$ cat src/rtl/lsu_pkg.sv
`default_nettype none
// ============================================================================
// Module      : lsu_pkg
// Description : Shared definitions for the load/store unit. Holds the FSM
//               state encoding, the RV64 load/store funct3 codes and helpers
//               for the access-size mask and illegal-funct3 decode.
// Revision    : 1.0 - initial release
// ============================================================================
package lsu_pkg;

    typedef enum logic [2:0] {
        ST_IDLE  = 3'd0,
        ST_RD    = 3'd1,
        ST_RWAIT = 3'd2,
        ST_WR    = 3'd3,
        ST_RESP  = 3'd4
    } lsu_state_t;

    localparam logic [2:0] F3_B  = 3'b000;
    localparam logic [2:0] F3_H  = 3'b001;
    localparam logic [2:0] F3_W  = 3'b010;
    localparam logic [2:0] F3_D  = 3'b011;
    localparam logic [2:0] F3_BU = 3'b100;
    localparam logic [2:0] F3_HU = 3'b101;
    localparam logic [2:0] F3_WU = 3'b110;

    // Byte-offset bits that lie below the access size (set bits must be 0
    // for an aligned access). funct3[1:0] encodes log2 of the size.
    function automatic logic [2:0] size_mask(input logic [2:0] funct3);
        logic [2:0] m;
        case (funct3[1:0])
            2'd0:    m = 3'b000;
            2'd1:    m = 3'b001;
            2'd2:    m = 3'b011;
            default: m = 3'b111;
        endcase
        return m;
    endfunction

    // Stores only exist for B/H/W/D; loads have no encoding 111.
    function automatic logic is_bad_funct3(input logic store, input logic [2:0] funct3);
        return store ? funct3[2] : (funct3 == 3'b111);
    endfunction

endpackage
`default_nettype wire

$ cat src/rtl/load_store_unit_if.sv
`default_nettype none
// ============================================================================
// Module      : load_store_unit_if
// Description : Request/response and data_memory bus of the load/store unit.
//               slave  modport : seen by load_store_unit
//               master modport : seen by the requester / memory side
//               Signals: req_valid/ready/store/funct3/addr/wdata,
//               resp_valid/rdata/err, mem_write/read/address/write_data,
//               mem_read_data.
// Revision    : 1.0 - initial release
// ============================================================================
interface load_store_unit_if #(
    parameter int ADDR_W = 6,
    parameter int XLEN   = 64
);
    logic              req_valid;
    logic              req_ready;
    logic              req_store;
    logic [2:0]        req_funct3;
    logic [XLEN-1:0]   req_addr;
    logic [XLEN-1:0]   req_wdata;
    logic              resp_valid;
    logic [XLEN-1:0]   resp_rdata;
    logic              resp_err;
    logic              mem_write;
    logic              mem_read;
    logic [ADDR_W-1:0] mem_address;
    logic [XLEN-1:0]   mem_write_data;
    logic [XLEN-1:0]   mem_read_data;

    modport slave (
        input  req_valid, req_store, req_funct3, req_addr, req_wdata, mem_read_data,
        output req_ready, resp_valid, resp_rdata, resp_err,
               mem_write, mem_read, mem_address, mem_write_data
    );

    modport master (
        output req_valid, req_store, req_funct3, req_addr, req_wdata, mem_read_data,
        input  req_ready, resp_valid, resp_rdata, resp_err,
               mem_write, mem_read, mem_address, mem_write_data
    );
endinterface
`default_nettype wire

$ cat src/rtl/lsu_data_align.sv
`default_nettype none
// ============================================================================
// Module      : lsu_data_align
// Description : Combinational lane logic. Extracts and sign/zero-extends the
//               load lane at byte offset i_off, and merges the store lane
//               into the read doubleword for sub-doubleword stores.
//   i_dword      : doubleword read from memory
//   i_off        : byte offset of the lane (already aligned as required)
//   i_funct3     : access size/sign
//   i_wdata      : store data, low bytes used
//   o_load_data  : extended load result
//   o_store_data : doubleword with the store lane replaced
// Revision    : 1.0 - initial release
// ============================================================================
module lsu_data_align
    import lsu_pkg::*;
#(
    parameter int XLEN = 64
) (
    input  wire logic [XLEN-1:0] i_dword,
    input  wire logic [2:0]      i_off,
    input  wire logic [2:0]      i_funct3,
    input  wire logic [XLEN-1:0] i_wdata,
    output logic      [XLEN-1:0] o_load_data,
    output logic      [XLEN-1:0] o_store_data
);
    logic [5:0]      w_shamt;
    logic [XLEN-1:0] w_lane;
    logic [XLEN-1:0] w_lane_mask;

    assign w_shamt = {i_off, 3'b000};
    assign w_lane  = i_dword >> w_shamt;

    always_comb begin
        o_load_data = '0;
        case (i_funct3)
            F3_B:    o_load_data = {{(XLEN-8){w_lane[7]}},   w_lane[7:0]};
            F3_H:    o_load_data = {{(XLEN-16){w_lane[15]}}, w_lane[15:0]};
            F3_W:    o_load_data = {{(XLEN-32){w_lane[31]}}, w_lane[31:0]};
            F3_D:    o_load_data = w_lane;
            F3_BU:   o_load_data = {{(XLEN-8){1'b0}},  w_lane[7:0]};
            F3_HU:   o_load_data = {{(XLEN-16){1'b0}}, w_lane[15:0]};
            F3_WU:   o_load_data = {{(XLEN-32){1'b0}}, w_lane[31:0]};
            default: o_load_data = '0;
        endcase
    end

    always_comb begin
        w_lane_mask = '1;
        case (i_funct3[1:0])
            2'd0:    w_lane_mask = {{(XLEN-8){1'b0}},  8'hFF};
            2'd1:    w_lane_mask = {{(XLEN-16){1'b0}}, 16'hFFFF};
            2'd2:    w_lane_mask = {{(XLEN-32){1'b0}}, 32'hFFFF_FFFF};
            default: w_lane_mask = '1;
        endcase
    end

    assign o_store_data = (i_dword & ~(w_lane_mask << w_shamt))
                        | ((i_wdata & w_lane_mask) << w_shamt);

endmodule
`default_nettype wire

$ cat src/rtl/load_store_unit.sv
`default_nettype none
// ============================================================================
// Module      : load_store_unit
// Description : RV64 memory-stage load/store unit in front of data_memory.
//               One request at a time; loads read, extract and extend a lane;
//               SB/SH/SW do read-modify-write; SD writes directly.
//   clk, rst_n : clock (rising edge), asynchronous active-low reset
//   bus        : load_store_unit_if.slave (request, response, memory bus)
//   Macro MISALIGN_TRAP_EN: when defined, misaligned accesses respond with
//   resp_err and no memory access; otherwise the address is aligned down.
// Revision    : 1.0 - initial release
// ============================================================================
module load_store_unit
    import lsu_pkg::*;
#(
    parameter int ADDR_W = 6,
    parameter int XLEN   = 64
) (
    input  wire logic         clk,
    input  wire logic         rst_n,
    load_store_unit_if.slave  bus
);
    lsu_state_t        r_state;
    lsu_state_t        w_state_nxt;

    logic              r_store;
    logic [2:0]        r_funct3;
    logic [2:0]        r_off;
    logic [ADDR_W-1:0] r_idx;
    logic [XLEN-1:0]   r_wdata;

    logic              r_req_ready;
    logic              r_resp_valid;
    logic [XLEN-1:0]   r_resp_rdata;
    logic              r_resp_err;
    logic              r_mem_write;
    logic              r_mem_read;
    logic [ADDR_W-1:0] r_mem_address;
    logic [XLEN-1:0]   r_mem_write_data;

    logic              w_accept;
    logic [2:0]        w_req_mask;
    logic [2:0]        w_req_off;
    logic              w_req_err;
    logic              w_req_sd;
    logic [ADDR_W-1:0] w_idx;
    logic              w_mem_active_nxt;
    logic [XLEN-1:0]   w_load_data;
    logic [XLEN-1:0]   w_store_data;

    assign w_accept   = (r_state == ST_IDLE) && bus.req_valid;
    assign w_req_mask = size_mask(bus.req_funct3);
    assign w_req_sd   = bus.req_store && (bus.req_funct3 == F3_D);

`ifdef MISALIGN_TRAP_EN
    assign w_req_off = bus.req_addr[2:0];
    assign w_req_err = is_bad_funct3(bus.req_store, bus.req_funct3)
                     || (|(bus.req_addr[2:0] & w_req_mask));
`else
    assign w_req_off = bus.req_addr[2:0] & ~w_req_mask;
    assign w_req_err = is_bad_funct3(bus.req_store, bus.req_funct3);
`endif

    // The address must be on the bus in the first RD/WR cycle, i.e. before
    // the request latch has been loaded.
    assign w_idx = (r_state == ST_IDLE) ? bus.req_addr[ADDR_W+2:3] : r_idx;

    lsu_data_align #(.XLEN(XLEN)) u_align (
        .i_dword      (bus.mem_read_data),
        .i_off        (r_off),
        .i_funct3     (r_funct3),
        .i_wdata      (r_wdata),
        .o_load_data  (w_load_data),
        .o_store_data (w_store_data)
    );

    always_ff @(posedge clk or negedge rst_n) begin
        if (!rst_n) begin
            r_state <= ST_IDLE;
        end else begin
            r_state <= w_state_nxt;
        end
    end

    always_comb begin
        w_state_nxt = r_state;
        case (r_state)
            ST_IDLE: begin
                if (bus.req_valid) begin
                    if (w_req_err)     w_state_nxt = ST_RESP;
                    else if (w_req_sd) w_state_nxt = ST_WR;
                    else               w_state_nxt = ST_RD;
                end
            end
            ST_RD:    w_state_nxt = ST_RWAIT;
            ST_RWAIT: w_state_nxt = r_store ? ST_WR : ST_RESP;
            ST_WR:    w_state_nxt = ST_RESP;
            ST_RESP:  w_state_nxt = ST_IDLE;
            default:  w_state_nxt = ST_IDLE;
        endcase
    end

    assign w_mem_active_nxt = (w_state_nxt == ST_RD) || (w_state_nxt == ST_RWAIT)
                            || (w_state_nxt == ST_WR);

    // Request latch
    always_ff @(posedge clk or negedge rst_n) begin
        if (!rst_n) begin
            r_store  <= 1'b0;
            r_funct3 <= 3'b000;
            r_off    <= 3'b000;
            r_idx    <= '0;
            r_wdata  <= '0;
        end else if (w_accept) begin
            r_store  <= bus.req_store;
            r_funct3 <= bus.req_funct3;
            r_off    <= w_req_off;
            r_idx    <= bus.req_addr[ADDR_W+2:3];
            r_wdata  <= bus.req_wdata;
        end
    end

    // Outputs are decoded from the next state so they line up with it.
    // Write data comes straight from the request for SD and from the
    // merged read doubleword (captured at the end of RWAIT) otherwise.
    always_ff @(posedge clk or negedge rst_n) begin
        if (!rst_n) begin
            r_req_ready      <= 1'b1;
            r_resp_valid     <= 1'b0;
            r_resp_rdata     <= '0;
            r_resp_err       <= 1'b0;
            r_mem_write      <= 1'b0;
            r_mem_read       <= 1'b0;
            r_mem_address    <= '0;
            r_mem_write_data <= '0;
        end else begin
            r_req_ready      <= (w_state_nxt == ST_IDLE);
            r_mem_read       <= (w_state_nxt == ST_RD) || (w_state_nxt == ST_RWAIT);
            r_mem_write      <= (w_state_nxt == ST_WR);
            r_mem_address    <= w_mem_active_nxt ? w_idx : '0;
            r_mem_write_data <= (w_state_nxt != ST_WR) ? '0 :
                                (r_state == ST_IDLE)   ? bus.req_wdata : w_store_data;
            r_resp_valid     <= (w_state_nxt == ST_RESP);
            // Only the error path jumps from IDLE directly to RESP.
            r_resp_err       <= (w_state_nxt == ST_RESP) && (r_state == ST_IDLE);
            r_resp_rdata     <= ((w_state_nxt == ST_RESP) && (r_state == ST_RWAIT) && !r_store)
                                ? w_load_data : '0;
        end
    end

    assign bus.req_ready      = r_req_ready;
    assign bus.resp_valid     = r_resp_valid;
    assign bus.resp_rdata     = r_resp_rdata;
    assign bus.resp_err       = r_resp_err;
    assign bus.mem_write      = r_mem_write;
    assign bus.mem_read       = r_mem_read;
    assign bus.mem_address    = r_mem_address;
    assign bus.mem_write_data = r_mem_write_data;

endmodule
`default_nettype wire
$ cat src/flat_wrapper.sv
// flat-port wrapper written by rule: the top's interface ports become plain ports
module load_store_unit_flat import lsu_pkg::*;
#(
    parameter int ADDR_W = 6,
    parameter int XLEN   = 64
)
  (clk, rst_n, bus_req_valid, bus_req_store, bus_req_funct3, bus_req_addr, bus_req_wdata, bus_mem_read_data, bus_req_ready, bus_resp_valid, bus_resp_rdata, bus_resp_err, bus_mem_write, bus_mem_read, bus_mem_address, bus_mem_write_data);
  load_store_unit_if #(.ADDR_W(ADDR_W), .XLEN(XLEN)) bus_i ();
  input  wire logic clk;
  input  wire logic rst_n;
  input wire logic [$bits(bus_i.req_valid)-1:0] bus_req_valid;
  input wire logic [$bits(bus_i.req_store)-1:0] bus_req_store;
  input wire logic [$bits(bus_i.req_funct3)-1:0] bus_req_funct3;
  input wire logic [$bits(bus_i.req_addr)-1:0] bus_req_addr;
  input wire logic [$bits(bus_i.req_wdata)-1:0] bus_req_wdata;
  input wire logic [$bits(bus_i.mem_read_data)-1:0] bus_mem_read_data;
  output wire logic [$bits(bus_i.req_ready)-1:0] bus_req_ready;
  output wire logic [$bits(bus_i.resp_valid)-1:0] bus_resp_valid;
  output wire logic [$bits(bus_i.resp_rdata)-1:0] bus_resp_rdata;
  output wire logic [$bits(bus_i.resp_err)-1:0] bus_resp_err;
  output wire logic [$bits(bus_i.mem_write)-1:0] bus_mem_write;
  output wire logic [$bits(bus_i.mem_read)-1:0] bus_mem_read;
  output wire logic [$bits(bus_i.mem_address)-1:0] bus_mem_address;
  output wire logic [$bits(bus_i.mem_write_data)-1:0] bus_mem_write_data;
  assign bus_i.req_valid = bus_req_valid;
  assign bus_i.req_store = bus_req_store;
  assign bus_i.req_funct3 = bus_req_funct3;
  assign bus_i.req_addr = bus_req_addr;
  assign bus_i.req_wdata = bus_req_wdata;
  assign bus_i.mem_read_data = bus_mem_read_data;
  assign bus_req_ready = bus_i.req_ready;
  assign bus_resp_valid = bus_i.resp_valid;
  assign bus_resp_rdata = bus_i.resp_rdata;
  assign bus_resp_err = bus_i.resp_err;
  assign bus_mem_write = bus_i.mem_write;
  assign bus_mem_read = bus_i.mem_read;
  assign bus_mem_address = bus_i.mem_address;
  assign bus_mem_write_data = bus_i.mem_write_data;
  load_store_unit #(.ADDR_W(ADDR_W), .XLEN(XLEN)) u_core (.clk(clk), .rst_n(rst_n), .bus(bus_i));
endmodule
$ cat config.mk
export PLATFORM = sky130hd
export DESIGN_NAME = load_store_unit_flat
export DESIGN_NICKNAME = d
export VERILOG_FILES = /design/src/rtl/lsu_pkg.sv /design/src/rtl/load_store_unit_if.sv /design/src/rtl/lsu_data_align.sv /design/src/rtl/load_store_unit.sv /design/src/flat_wrapper.sv
export SDC_FILE = /design/constraint.sdc
export NUM_CORES = 1
export LEC_CHECK = 0
export ABC_AREA = 1
export CAP_MARGIN = 30
export CORE_MARGIN = 3
export CORE_UTILIZATION = 35
export DETAILED_ROUTE_END_ITERATION = 10
export SYNTH_ARGS = -nofsm -noshare
export SYNTH_HDL_FRONTEND = slang
export SYNTH_SLANG_ARGS = --single-unit
export TNS_END_PERCENT = 10
$ cat constraint.sdc
create_clock -name clk -period 2 [get_ports clk]
set_input_delay 0.3 -clock clk [delete_from_list [all_inputs] [get_ports clk]]
set_output_delay 0.3 -clock clk [all_outputs]
set_load 0.005 [all_outputs]
# ---- After elaboration in Yosys (flattened, before gate mapping)
# Index checks and enable logic that the tools add are counted.
dict set report totals {
  word_cells 70
  in_bits 199
  register_bits 219
}
dict set report op_classes {
  reduce_logical 13
  n_mux 14
  n_eq_ne 20
  bitwise_logic 6
  shifts 3
}
# cell count
set op_table {}
lappend op_table {{64-bit case mux with 7 select lines} 1}
lappend op_table {{64-bit 2-to-1 mux} 3}
lappend op_table {{64-bit case mux with 3 select lines} 1}
lappend op_table {{64-bit AND} 2}
lappend op_table {{64-bit by 6-bit << shifter with 64-bit output} 2}
lappend op_table {{64-bit inverter} 1}
lappend op_table {{64-bit OR} 1}
lappend op_table {{64-bit by 6-bit >> shifter with 64-bit output} 1}
lappend op_table {{3-bit by 2-bit equality test with 1-bit output, second input constant} 7}
lappend op_table {{3-bit equality test, second input constant} 5}
lappend op_table {{6-bit 2-to-1 mux} 2}
lappend op_table {{3-bit case mux with 4 select lines} 1}
lappend op_table {{3-bit by 1-bit equality test with 1-bit output, second input constant} 3}
lappend op_table {{3-bit zero test} 3}
lappend op_table {{3-bit 2-to-1 mux} 3}
lappend op_table {{3-bit case mux with 3 select lines} 1}
lappend op_table {{1-bit logical AND} 5}
lappend op_table {{2-bit by 1-bit equality test with 1-bit output, second input constant} 2}
lappend op_table {{2-bit equality test, second input constant} 2}
lappend op_table {{2-bit zero test} 2}
lappend op_table {{3-bit AND} 1}
lappend op_table {{3-bit by 2-bit != test with 1-bit output, second input constant} 1}
lappend op_table {{3-bit inverter} 1}
lappend op_table {{1-bit logical OR} 2}
lappend op_table {{other kinds (3)} 3}

# ---- Longest topological paths before layout
dict set report depth {
  word_depth 10
  ltp_mapped 13
}

# ---- Modules after synthesis
# From an unflattened synthesis, not the netlist that was laid out.
dict set report hier_totals {
  cells_unflattened 2040
  hier_area_um2 13511.7
}
# module cells_per_inst instances area_per_inst_um2
set modules_own_cells {}
lappend modules_own_cells {load_store_unit 1010 1 8665.8}
lappend modules_own_cells {lsu_data_align 1030 1 4845.9}

# ---- Worst setup path after synthesis
# No wires, ideal clock.
dict set report synth_timing {
  path_type {reg2reg}
  start {register u_core.r_funct3[1]}
  end {register u_core.r_mem_write_data[48], in the netlist u_core.bus.mem_write_data[48]}
  t_required_ns 1.879
  n_path_buf 1
  setup_ns 0.121
  stages_incl_launch_ff 10
  t_arrival_ns 1.424
  setup_slack_ns 0.455
  cell_sequence {dfrtp_1 buf_4 nor2_2 nor2_1 o21ai_0 nand2_1 nand3_1 nand2_1 nor2_1 nor2_1}
}
dict set report synth_via {
  elab_chain_len 8
  word_cells_on_any_way 12
}
# item line_no
set synth_lines {}
lappend synth_lines {{start, declared} load_store_unit.sv:27} ;# logic [2:0] r_funct3;
lappend synth_lines {{start signal, assigned} load_store_unit.sv:116} ;# r_funct3 <= bus.req_funct3;
lappend synth_lines {{2-bit equality test, or another cell as far along} lsu_data_align.sv:50} ;# case (i_funct3[1:0])
lappend synth_lines {{64-bit case mux with 3 select lines *} lsu_data_align.sv:50}
lappend synth_lines {{64-bit by 6-bit << shifter with 64-bit output} lsu_data_align.sv:58} ;# assign o_store_data = (i_dword & ~(w_lane_mask << w_shamt))
lappend synth_lines {{64-bit inverter} lsu_data_align.sv:58}
lappend synth_lines {{64-bit AND} lsu_data_align.sv:58}
lappend synth_lines {{64-bit OR *} lsu_data_align.sv:59} ;# | ((i_wdata & w_lane_mask) << w_shamt);
lappend synth_lines {{64-bit 2-to-1 mux *} load_store_unit.sv:142} ;# (r_state == ST_IDLE) ? bus.req_wdata : w_store_data;
lappend synth_lines {{64-bit 2-to-1 mux *} load_store_unit.sv:141} ;# r_mem_write_data <= (w_state_nxt != ST_WR) ? '0 :
lappend synth_lines {{end signal, assigned} load_store_unit.sv:141}
lappend synth_lines {{end, declared} load_store_unit.sv:39} ;# logic [XLEN-1:0] r_mem_write_data;
# Mark *: on every way between the ends. The rest lies on a longest branch, timed or not.
# A chain may end at the register's enable or synchronous reset.

# ---- Worst setup path after layout
dict set report layout_timing {
  start {register u_core.r_funct3[0]}
  end {register u_core.r_mem_write_data[46], in the netlist u_core.bus.mem_write_data[46]}
}
# The elaborated chain is that of the path after synthesis.

==> summary.txt <==
outcome: finished clean
total number of vias: 13310
Mapped Nets: 1952
R2R cell count: 6
synthesized cell area: 12380 um^2
most frequent cells in the layout: nand2_1 (559), clkdlybuf4s50_1 (281), dfrtp_1 (215)
DP Worst Slack: -0.03291 ns
Final Hold Fails: 0
reg2reg end: u_core.bus.mem_write_data[46]
Via density: 5.198
clk_skew: 0.01496 ns
final setup fails: 0
port bufs: 282
final routed DRC violation total: 0
GRT Util Overall: 0.2782
TritonCTS Buffers: 24
Main synth FF type: dfrtp_1
Starting DRT DRC Count: 1131
CP Cell Sequence: buf_4 -> o21ai_0 -> nand2_2 -> o21ai_0 -> nor2_1 -> nor2_1
CP Capture Point: u_core.bus.mem_write_data[46]
LEAKAGE: 8.344 nW
Levels on crit path: 6
area grow syn2layout: 41.30%
Fillers: 3533
die span in x: 194.0 um
MaxCap Viol Count: 0
FF+latch count, synth: 219
placed wire-length estimate: 42.10 mm
CP delay by family, top: compound AO/OA/AOI/OAI gates
mean post-synth cell area: 7.060 um^2
Routed WL: 53.77 mm
Core ar.: 34710 um^2
number of global-route vias before repair: 13030
Slowest-stage cell, CP: o21ai_0
Peak VDD IR: 0.8502 mV
Crit path largest cell delay: 0.44 ns
post-synthesis sequential area ratio: 0.4429
WL/cell: 21.00 um
worst slew pin tran: 0.5221 ns
Yosys cell types: 37
Yosys top cell by area: dfrtp_1
most common cell after layout, fill and taps aside: nand2_1
EDFF count, synth: 0
final clock period utilization by the worst path: 0.9901
Gate Count Post-Synth: 1753
Pre-antenna DRT Iters: 6
post-route ant nets: 0
PD cells: 1647 nW/um^2
clk sinks: 219
Synth area leaders: dfrtp_1 (44%), nand2_1 (17%), nand3_1 (8.0%)
crit end category: flip-flop
final slew viol count: 0
Clock Latency Late Sink: 0.54 ns
Initial Util: 0.3565
top cell type's share of synthesized area: 0.4408
buffers plus inverters on the worst setup path: 1
Req. time, crit path: 2.46 ns
CTS Buffer Depth: 3
Root Buffer: clkbuf_16
largest net degree at the start of global routing: 94
Crit Path Category: reg2reg
RSZ-0062 raised after global routing: yes
initial antenna violation count: 1
TritonCTS clock tree: built
H-tree lvl count: 1
fmax: 505.0 MHz
Worst EP arrival: 2.44 ns
row count: 68
fraction of registers with async set or reset after synthesis: 1.000
placed instance area: 16510 um^2
register clock-pin slew on the reported worst setup and hold paths: 0.07 ns
Die Span Y: 194.0 um
post-route setup slack: 0.01975 ns
crit-path max FO: 8
worst setup path startpoint: u_core.r_funct3[0]
final core occ: 0.5037
Worst Setup Start Kind: flip-flop
GPL Wtd Cong: 0.9986
Slew HR: 0.6483
Yosys warnings: 0
Tmin final: 1.980 ns
flop2flop setup slack: 0.02 ns
RR Startpoint: u_core.r_funct3[0]
first-pass GRT wire length: 80.96 mm
Die ar.: 37650 um^2
grt ovf: 0
Fin Setup TNS: 0 ns
Nets: 2289
multi-input combinational cell area: 6020 um^2
final instance area: 17490 um^2
Hold WC Path Type: in2async
io pins: 338
Reg area: 5488 um^2
layout cells sized above 1: 0.1136
## logic make-up after synthesis
group,share of synthesized area
AND/OR/NAND/NOR,0.3271
flip-flops,0.4429
AO/OA/AOI/OAI,0.1530
buffers and inverters,0.07704
## synth_stat cells (6+ instances only)
master / count
nand2_1: 566
dfrtp_1: 218
nand3_1: 197
o21ai_0: 185
nor2_1: 182
a21oi_1: 92
inv_1: 81
clkbuf_1: 62
o211ai_1: 34
buf_2: 33
buf_4: 11
buf_6: 10
o21ai_1: 10
a22oi_1: 9
a211oi_1: 8
buf_1: 6
## layout make-up
type,count,share of cell area
antenna,1,0.0001431
clock buffer,31,0.03878
clock inverter,9,0.007227
inverter,88,0.01968
multi-input combinational,1324,0.3442
sequential,219,0.3138
tap,455,0.03256
timing repair buffer,433,0.2436
## worst min path at each step
stage                from                         to  slack, ns  depth (start not counted)
floorplan           rst_n  u_core.bus.mem_address[0]      0.004                          0
global placement    rst_n  u_core.bus.resp_rdata[36]       0.25                          1
detailed placement  rst_n  u_core.bus.resp_rdata[34]       0.24                          1
CTS                 rst_n  u_core.bus.resp_rdata[41]       0.28                          2
global route        rst_n  u_core.bus.resp_rdata[41]       0.32                          2
finish              rst_n  u_core.bus.resp_rdata[34]       0.28                          2
## sequential cells by signal, indices dropped and copies added (netlist names), 3 cells and up
| signal | count |
|---|---|
| u_core.bus.mem_write_data | 64 |
| u_core.bus.resp_rdata | 64 |
| u_core.r_wdata | 64 |
| u_core.bus.mem_address | 6 |
| u_core.r_idx | 6 |
| u_core.r_funct3 | 3 |
| u_core.r_off | 3 |
| u_core.r_state | 3 |
## where the power goes
part	internal (mW)	switching [mW]	leakage, nW	total [mW]
sequential	5.77	0.860	2.90	6.63
combinational	6.54	11.1	5.05	17.6
clock	2.76	1.81	0.396	4.57
## worst register-to-register path, stage by stage, from the launching register on
cell     delay [ns]
dfrtp_1        0.38
buf_4          0.18
o21ai_0        0.44
nand2_2        0.19
o21ai_0        0.42
nor2_1         0.16
nor2_1         0.12
## routing by layer
metal / part of all wire / up-vias / track usage
met4: 0.052 / 0 / 0.1173
met1: 0.41 / 6209 / 0.3713
met2: 0.47 / 584 / 0.4595
met5: 0 / - / 0
met3: 0.065 / 116 / 0.03319
li1: - / 6398 / -
## timing repair
item	in CTS	in global routing
buffers inserted	1	2
endpoints found under the hold margin	47	0
pin swaps	1	6
endpoints found under the setup margin	5	55
hold buffers	1	0
cloned	0	1
gates resized for setup	2	35
## per-stage QoR
| step | instances | total power [mW] | hold WS [ns] |
|---|---|---|---|
| 2_1_floorplan | 1753 | 15.86 | 0.004409 |
| 3_3_place_gp | 2514 | 23.69 | 0.2455 |
| 3_5_place_dp | 2514 | 23.71 | 0.2423 |
| 4_1_cts | 2556 | 28.49 | 0.2844 |
| 5_1_grt | 2560 | 30.88 | 0.3193 |
| 6_report | 2560 | 28.80 | 0.2808 |
Power figures use the tool's default switching activity.
